[src/rtl/pc_pkg.sv]
// Shared definitions for the program-counter unit: next-PC source encoding
// and the sequential increment.
package pc_pkg;

  // Increment from one instruction address to the next.
  localparam int unsigned PC_INC = 4;

  // Which source wins the next-PC selection this cycle.
  typedef enum logic [2:0] {
    SrcExc,
    SrcEret,
    SrcRedir,
    SrcHold,
    SrcRet,
    SrcCall,
    SrcSeq
  } pc_src_e;

endpackage

[src/rtl/pc_ras.sv]
// Circular return-address stack. A push when full silently overwrites the
// oldest entry; a replace on an empty stack acts as a push.
module pc_ras
  import pc_pkg::*;
#(
  parameter int unsigned WORD  = 32,
  parameter int unsigned DEPTH = 4,
  localparam int unsigned AW   = $clog2(DEPTH),
  localparam int unsigned CW   = $clog2(DEPTH + 1)
) (
  input  logic            clk,
  input  logic            reset,
  input  logic            push,
  input  logic            pop,
  input  logic            replace,
  input  logic [WORD-1:0] wdata,
  output logic [WORD-1:0] top,
  output logic [CW-1:0]   count
);

  logic [WORD-1:0] mem_q [DEPTH];
  logic [AW-1:0]   tp_q, tp_d;
  logic [CW-1:0]   cnt_q, cnt_d;
  logic            wr_en;
  logic [AW-1:0]   wr_idx;

  // Next pointer/count and write port; the pointer wraps so full pushes overwrite the oldest.
  always_comb begin
    tp_d   = tp_q;
    cnt_d  = cnt_q;
    wr_en  = 1'b0;
    wr_idx = tp_q;
    if (push || (replace && cnt_q == '0)) begin
      tp_d   = tp_q + 1'b1;
      wr_en  = 1'b1;
      wr_idx = tp_d;
      if (cnt_q != CW'(DEPTH)) cnt_d = cnt_q + 1'b1;
    end else if (replace) begin
      wr_en  = 1'b1;
      wr_idx = tp_q;
    end else if (pop && cnt_q != '0) begin
      tp_d  = tp_q - 1'b1;
      cnt_d = cnt_q - 1'b1;
    end
  end

  // Pointer and occupancy registers.
  always_ff @(posedge clk) begin
    if (reset) begin
      tp_q  <= '0;
      cnt_q <= '0;
    end else begin
      tp_q  <= tp_d;
      cnt_q <= cnt_d;
    end
  end

  // Entry storage; contents are don't-care after reset.
  always_ff @(posedge clk) begin
    if (!reset && wr_en) mem_q[wr_idx] <= wdata;
  end

  assign top   = mem_q[tp_q];
  assign count = cnt_q;

endmodule

[src/rtl/pc_unit.sv]
// Program-counter unit: strict-priority next-PC selection, exception PC,
// and return-address-stack prediction for calls and returns.
module pc_unit
  import pc_pkg::*;
#(
  parameter int unsigned     WORD      = 32,
  parameter logic [WORD-1:0] RESET_VEC = '0,
  parameter logic [WORD-1:0] EXC_VEC   = 'h80,
  parameter int unsigned     RAS_DEPTH = 4
) (
  input  logic            clk,
  input  logic            reset,
  input  logic            stall,
  input  logic            redirect_valid,
  input  logic [WORD-1:0] redirect_target,
  input  logic            exc_valid,
  input  logic            eret,
  input  logic            call_valid,
  input  logic [WORD-1:0] call_target,
  input  logic            ret_valid,
  output logic [WORD-1:0] curr,
  output logic [WORD-1:0] next_seq,
  output logic [WORD-1:0] epc,
  output logic            ras_empty,
  output logic            ras_full,
  output logic            ret_miss,
  output logic            addr_err
);

  localparam int unsigned CW = $clog2(RAS_DEPTH + 1);

  logic [WORD-1:0] curr_q, curr_d, epc_q, epc_d, raw;
  logic            ret_miss_q, ret_miss_d, addr_err_q, addr_err_d;
  logic            chk, push, pop, replace;
  logic [WORD-1:0] ras_top;
  logic [CW-1:0]   ras_count;
  pc_src_e         src;

  assign next_seq = curr_q + WORD'(PC_INC);

  // Pick the winning next-PC source in strict priority order.
  always_comb begin
    src = SrcSeq;
    if (exc_valid)           src = SrcExc;
    else if (eret)           src = SrcEret;
    else if (redirect_valid) src = SrcRedir;
    else if (stall)          src = SrcHold;
    else if (ret_valid)      src = SrcRet;
    else if (call_valid)     src = SrcCall;
  end

  // Target mux, stack control and one-cycle status pulses for the winning source.
  always_comb begin
    raw        = next_seq;
    epc_d      = epc_q;
    push       = 1'b0;
    pop        = 1'b0;
    replace    = 1'b0;
    ret_miss_d = 1'b0;
    chk        = 1'b0;
    unique case (src)
      SrcExc: begin
        raw   = EXC_VEC;
        epc_d = curr_q;
        chk   = 1'b1;
      end
      SrcEret: begin
        raw = epc_q;
        chk = 1'b1;
      end
      SrcRedir: begin
        raw = redirect_target;
        chk = 1'b1;
      end
      SrcHold: raw = curr_q;
      SrcRet: begin
        chk = 1'b1;
        if (call_valid) begin
          // Call and return together: jump to the predicted return and swap in our own link.
          replace = 1'b1;
          if (!ras_empty) raw = ras_top;
        end else if (!ras_empty) begin
          raw = ras_top;
          pop = 1'b1;
        end else begin
          ret_miss_d = 1'b1;
        end
      end
      SrcCall: begin
        raw  = call_target;
        push = 1'b1;
        chk  = 1'b1;
      end
      default: raw = next_seq;
    endcase
    curr_d     = {raw[WORD-1:2], 2'b00};
    addr_err_d = chk & (|raw[1:0]);
  end

  // PC, exception PC and status pulse registers.
  always_ff @(posedge clk) begin
    if (reset) begin
      curr_q     <= {RESET_VEC[WORD-1:2], 2'b00};
      epc_q      <= '0;
      ret_miss_q <= 1'b0;
      addr_err_q <= 1'b0;
    end else begin
      curr_q     <= curr_d;
      epc_q      <= epc_d;
      ret_miss_q <= ret_miss_d;
      addr_err_q <= addr_err_d;
    end
  end

  pc_ras #(
    .WORD  (WORD),
    .DEPTH (RAS_DEPTH)
  ) u_ras (
    .clk     (clk),
    .reset   (reset),
    .push    (push),
    .pop     (pop),
    .replace (replace),
    .wdata   (next_seq),
    .top     (ras_top),
    .count   (ras_count)
  );

  assign curr      = curr_q;
  assign epc       = epc_q;
  assign ret_miss  = ret_miss_q;
  assign addr_err  = addr_err_q;
  assign ras_empty = (ras_count == '0);
  assign ras_full  = (ras_count == CW'(RAS_DEPTH));

endmodule
[config.mk]
export PLATFORM = sky130hd
export DESIGN_NAME = pc_unit
export DESIGN_NICKNAME = d
export VERILOG_FILES = /design/src/rtl/pc_pkg.sv /design/src/rtl/pc_ras.sv /design/src/rtl/pc_unit.sv
export SDC_FILE = /design/constraint.sdc
export NUM_CORES = 1
export LEC_CHECK = 0
export ABC_AREA = 1
export CAP_MARGIN = 20
export CORE_ASPECT_RATIO = 0.5
export CORE_UTILIZATION = 57
export DETAILED_ROUTE_END_ITERATION = 16
export GPL_TIMING_DRIVEN = 0
export PLACE_DENSITY = 0.86
export SYNTH_ARGS = -nofsm -noshare
export SYNTH_HDL_FRONTEND = slang
export SYNTH_SLANG_ARGS = --single-unit
[constraint.sdc]
create_clock -name clk -period 9.7 [get_ports clk]
set_clock_uncertainty 0.2 [all_clocks]
set_input_delay 1.94 -clock clk [delete_from_list [all_inputs] [get_ports clk]]
set_output_delay 1.94 -clock clk [all_outputs]
set_load 0.005 [all_outputs]
==> results.md, run 1 <==
- Status: finished clean
- Post-CTS Setup Repair Bufs: 0
- TritonCTS clock tree: built
- IO Port Bufs: 165
- Post-CTS sizing: 0
- CTS max path bufs: 2
- Fmax: 185 MHz
- R2R Setup Slk: 6.67 ns
- CP Capture Type: primary output
- Vias per cell: 6.17
- CTS sink count: 189
- Post-Place Setup Slack: 4.31 ns
- Crit path max fanout: 6
- Synth top area cells: edfxtp_1 (38%), dfxtp_1 (15%), nand2_1 (13%)
- Relative slew margins: 0.321
- # DRC: 0
- Post-DP HPWL: 27.3 mm
- Wirelength, routed: 37.5 mm
- Initial core utilization: 0.597
- Slowest Stage Delay on Critical Path: 0.64 ns
- CTS buffer count: 17
- Number of synthesized register bits: 189
- CTS root buf: clkbuf_16
- Final ANT Viol Nets: 0
- Max-Cap Viols: 0
- Crit-path slowest cell: clkdlybuf4s50_1
- Htree depth: 4
- Synthesized instance count: 1,145
- Routed via count: 9,693
- First-pass GRT wire length: 53.7 mm
- Hold_buf cts: 0
- Arrival @ worst endpoint: 3.27 ns
- Pre-antenna DRT Iters: 7
- Final Critical Period: 5.41 ns
- Antenna Cells: 0
- Startpoint types: flop
- Core Area: 0.0158 mm2
- Seq/Total Area, Yosys: 0.530
- Fin nets: 1,412
- Fin crit share: 0.558
- Largest net degree at the start of global routing: 31
- Slew Limit Fails: 0
- Vias in the first global route: 8,735
- Non-Filler Instances: 1,570
- Hold Path Class: reg2reg
- Post-synth EDFFs: 120
- Post-Place Cells: 1,538
- Boundary pin count: 172
- Clock latency on the worst-skew pair: 0.45 ns
- Die Area: 0.0171 mm2
- Number of distinct library cells after synthesis: 45
- Main flop type after synthesis: edfxtp_1
- Final Setup Violations: 0
- WL per Instance: 23.9 um
- Ratio of cells with drive above 1 in the final layout: 0.0815
- Remaining Overflow, GRT: 0
- Area Overhead vs Synth: 27.8%
- Asr flop ratio synth: 0
- CP required: 7.56 ns
- Worst slew pin tran: 1.02 ns
- GPL Wtd Cong: 1.03
- Synth warnings: 0
- Synth area leader: edfxtp_1
- Post-synth top area share: 0.383
- Worst-path clk slew: 0.08 ns
- Die Height: 92.9 um
- Power consumption: 1.79 mW
- RSZ-0062 raised after global routing: false
- P_leak: 4.67 nW
- Initial antenna violation count: 0
- Rows: 32
- First DRT Iteration DRCs: 1,536
- Total global-route track usage: 0.445
- Final Hold Fails: 0
- Synthesized area per cell: 8.22 um2
- Worst vdd ir: 0.000131 V
- Die X: 184 um
- Worst path cell trace: ha_1, nand3_1, nor2_1, nand2_2, nor2_2, xor2_1, clkdlybuf4s50_1
- PD cells: 149 mW/mm2
- Critical path class: reg2out
- Final WS setup: 4.29 ns
- TNS Setup: 0 ns
- Synth Cell Area: 0.00941 mm2
[cell families (layout without fill, tap and decap cells)]
group                      count (synthesis)  after routing  share of synthesized area
other                                      1              6                   0.000399
DFF                                      189            189                      0.530
AOI/OAI and AO/OA                        173            173                     0.0995
buffers and inverters                    144            343                     0.0667
and+or+nand+nor                          622            622                      0.286
xor gates and xnor gates                  12             12                     0.0112
adders and majority gates                  4              4                    0.00612
[area by class of cell]
type                            count  area, um2
Timing Repair Buffer              167       1710
Clock buffer                       18        429
Tap cell                          221        277
Multi-Input combinational cell    817       3850
Clock inverter                     14        145
Sequential cell                   189       4980
Inverter                           85        322
Buffer                             59        307
Fill cell                        1084       3750
[worst paths after layout]
check	endpoint	cells past startpoint	from
setup / recovery	next_seq[20]	7	curr[3]$_SDFFE_PP0P_
hold / removal	u_ras.count[2]$_SDFFE_PP0P_	2	u_ras.count[2]$_SDFFE_PP0P_
setup reg to reg	u_ras.mem_q[1][12]$_DFFE_PP_	8	u_ras.count[0]$_SDFFE_PP0P_
hold reg to reg	u_ras.count[2]$_SDFFE_PP0P_	2	u_ras.count[2]$_SDFFE_PP0P_
[state kept, by name, indices dropped and copies added (netlist names), named ones only]
signal,cells
epc,30
u_ras.mem_q,120
u_ras.count,3
ret_miss,1
u_ras.tp_q,2
addr_err,1
curr,30
[per-layer routing]
layer	routed length, um	global-route usage	vias to the layer above
met5	0	0	-
met1	14500	0.636	4481
met2	15100	0.632	924
li1	-	-	4179
met4	923	0.117	0
met3	6930	0.162	109
[synth_stat cells (2+ instances only)]
cell        n
clkinv_1    2
nand3_1    90
dfxtp_1    69
nor3_1      3
nand3b_1    3
nand4_1    26
o211ai_1    8
clkbuf_1   26
buf_4      12
nor2_2      6
nor2_4      5
inv_1      78
o21ai_0    87
buf_2      17
a21oi_1    66
nor2_1    142
nand2_2    13
nand2_1   322
nand3_4     2
xnor2_1     3
inv_2       4
ha_1        3
a21oi_2     2
o22ai_1     2
and2_1      2
xor2_1      9
o221ai_1    2
a21oi_4     2
nand2_4     2
a41oi_1     2
buf_6       2
edfxtp_1  120
[placed cells by master, fill, tap and decap left out, drive strengths merged, types with 2 or more instances in the layout]
cell type / count
or2: 2
nor2: 154
o22ai: 2
clkinv: 8
nand3: 92
o221ai: 2
a21oi: 70
clkbuf: 45
o21ai: 88
inv: 90
xor2: 9
a41oi: 2
buf: 34
nand3b: 3
dfxtp: 69
nand4: 26
and2: 2
o211ai: 8
xnor2: 3
clkdlybuf4s50: 165
ha: 3
nor3: 4
conb: 6
edfxtp: 120
nand2: 337
[metrics by stage]
stage / util / cell area [um2] / hold slack (ns)
2_1_floorplan: - / 9430 / 0.276
4_1_cts: 0.762 / 12000 / 0.301
5_1_grt: 0.762 / 12000 / 0.375
3_5_place_dp: 0.726 / 11400 / 0.290
3_3_place_gp: 0.720 / 11400 / 0.287
6_report: 0.762 / 12000 / 0.301
[worst max-delay path: cells and delay by family (launching register included)]
family / cells / cell delay [ns]
adder cells (fa/ha/maj): 1 / 0.29
buffers and inverters: 1 / 0.64
flip-flops: 1 / 0.49
XOR/XNOR: 1 / 0.62
AND/OR/NAND/NOR: 4 / 0.79
[where the power goes]
| part | total, mW | internal [mW] | leakage [nW] | switching (mW) |
|---|---|---|---|---|
| logic | 0.204 | 0.0895 | 2.73 | 0.115 |
| clock network | 0.696 | 0.343 | 0.278 | 0.353 |
| registers | 0.890 | 0.868 | 1.66 | 0.0227 |
Power figures use the tool's default switching activity.
==> inputs of run 2 (changes only) <==
CORE_UTILIZATION = 53   (was 57)
PLACE_DENSITY = 0.81   (was 0.86)
clock period = 5.5 ns   (was 9.7 ns; I/O delays follow)
==> results.md, run 2 (same netlist as run 1, synthesis figures left out) <==
- CP required: 4.20 ns
- Most flop-heavy register: u_ras.mem_q
- CTS sink count: 189
- Crit-path slowest cell: clkdlybuf4s50_1
- Routed via count: 9,159
- Hold_buf cts: 0
- Startpoint types: flop
- WL per Instance: 21.9 um
- Initial core utilization: 0.542
- PD cells: 260 mW/mm2
- Initial antenna violation count: 0
- Worst path cell trace: ha_1, nand3_1, nor2_1, nand2_2, nor2_2, xor2_1, clkdlybuf4s50_1
- RSZ-0062 raised after global routing: false
- Worst slew pin tran: 0.895 ns
- Status: finished clean
- Pre-antenna DRT Iters: 5
- Remaining Overflow, GRT: 0
- Core Area: 0.0174 mm2
- Vias per cell: 5.78
- Most frequent cells in the layout: nand2_1 (322), clkdlybuf4s50_1 (165), nor2_1 (140), edfxtp_1 (120), nand3_1 (90)
- First DRT Iteration DRCs: 1,180
- Arrival @ worst endpoint: 3.27 ns
- Area of the multi-input gates: 0.00385 mm2
- Die Area: 0.0183 mm2
- Fin nets: 1,414
- Post-Place Setup Slack: 1.19 ns
- P_leak: 4.70 nW
- Post-CTS Setup Repair Bufs: 0
- Rows: 34
- Relative slew margins: 0.402
- Final ANT Viol Nets: 0
- Fin crit share: 0.831
- Final WS setup: 0.929 ns
- Slew Limit Fails: 0
- Vias in the first global route: 8,202
- Crit path max fanout: 6
- Final Critical Period: 4.57 ns
- CTS root buf: clkbuf_16
- Htree depth: 4
- CTS max path bufs: 2
- Largest net degree at the start of global routing: 20
- Seq. cell area: 0.00498 mm2
- Post-DP HPWL: 26.2 mm
- TritonCTS clock tree: built
- Die Height: 96.2 um
- Total global-route track usage: 0.384
- Max-Cap Viols: 0
- Max FFs per register: 120
- First-pass GRT wire length: 49.7 mm
- Die X: 190 um
- Post-layout util: 0.697
- Most common cell after layout, fill and taps aside: nand2_1
- Critical path class: reg2out
- CTS buffer count: 17
- Boundary pin count: 172
- Hold Path Class: reg2reg
- # DRC: 0
- Worst-path clk slew: 0.07 ns
- Wirelength, routed: 34.7 mm
- GPL Wtd Cong: 0.970
- # fillers: 1,379
- Antenna Cells: 0
- Worst vdd ir: 0.000242 V
- CP Capture Type: primary output
- Final Setup Violations: 0
- Slowest Stage Delay on Critical Path: 0.64 ns
- Crit path max-delay family: simple AND/OR/NAND/NOR gates
- Area Overhead vs Synth: 28.6%
- IO Port Bufs: 165
- Clock latency on the worst-skew pair: 0.44 ns
- Fmax: 219 MHz
- Post-CTS sizing: 0
- Ratio of cells with drive above 1 in the final layout: 0.0836
- Final Hold Fails: 0
- Bufs and invs on worst path: 1
## run 2: worst register-to-register path: cells and delay by family, from the launching register on
kind | cells | cell delay, ns
fa+ha+maj | 1 | 0.30
xor+xnor | 1 | 0.63
flops | 1 | 0.50
simple gates | 5 | 0.88
compound gates | 1 | 0.16
## run 2: power by group
| group | leakage [nW] | internal [mW] | switching, mW |
|---|---|---|---|
| sequential | 1.66 | 1.53 | 0.0368 |
| clock | 0.284 | 0.624 | 0.598 |
| combinational | 2.76 | 0.158 | 0.194 |
| total | 4.70 | 2.31 | 0.829 |
## run 2: routing by layer
metal	vias up	GRT usage	part of all wire
li1	4173	-	-
met1	4289	0.578	0.43
met2	643	0.534	0.40
met3	54	0.113	0.15
met4	0	0.0887	0.016
met5	-	0	0
## run 2: worst paths after layout
kind / to / from / depth (start not counted) / slack, ns
worst min register to register: u_ras.count[2]$_SDFFE_PP0P_ / u_ras.count[2]$_SDFFE_PP0P_ / 2 / 0.30
worst max register to register: curr[20]$_SDFFE_PP0P_ / curr[3]$_SDFFE_PP0P_ / 8 / 2.76
worst min-delay path: u_ras.count[2]$_SDFFE_PP0P_ / u_ras.count[2]$_SDFFE_PP0P_ / 2 / 0.30
worst max-delay path: next_seq[20] / curr[3]$_SDFFE_PP0P_ / 7 / 0.93
## run 2: cell type report
class / instances / area share
Buffer: 59 / 0.0253
Clock buffer: 19 / 0.0374
Inverter: 85 / 0.0266
Tap cell: 234 / 0.0242
Clock inverter: 13 / 0.0104
Timing Repair Buffer: 169 / 0.146
Multi-Input combinational cell: 817 / 0.318
Sequential cell: 189 / 0.412
## run 2: stage by stage
stage	cell area (um2)	power [mW]	std cells	TNS, ns	hold slack, ns
after floorplan	9430	1.73	1150	0	0.276
after global placement	11400	1.93	1549	-31.27	0.290
after detailed placement	11500	1.94	1553	0	0.295
after CTS	12100	3.12	1585	0	0.305
after global routing	12100	3.21	1585	0	0.365
final	12100	3.14	1585	0	0.303
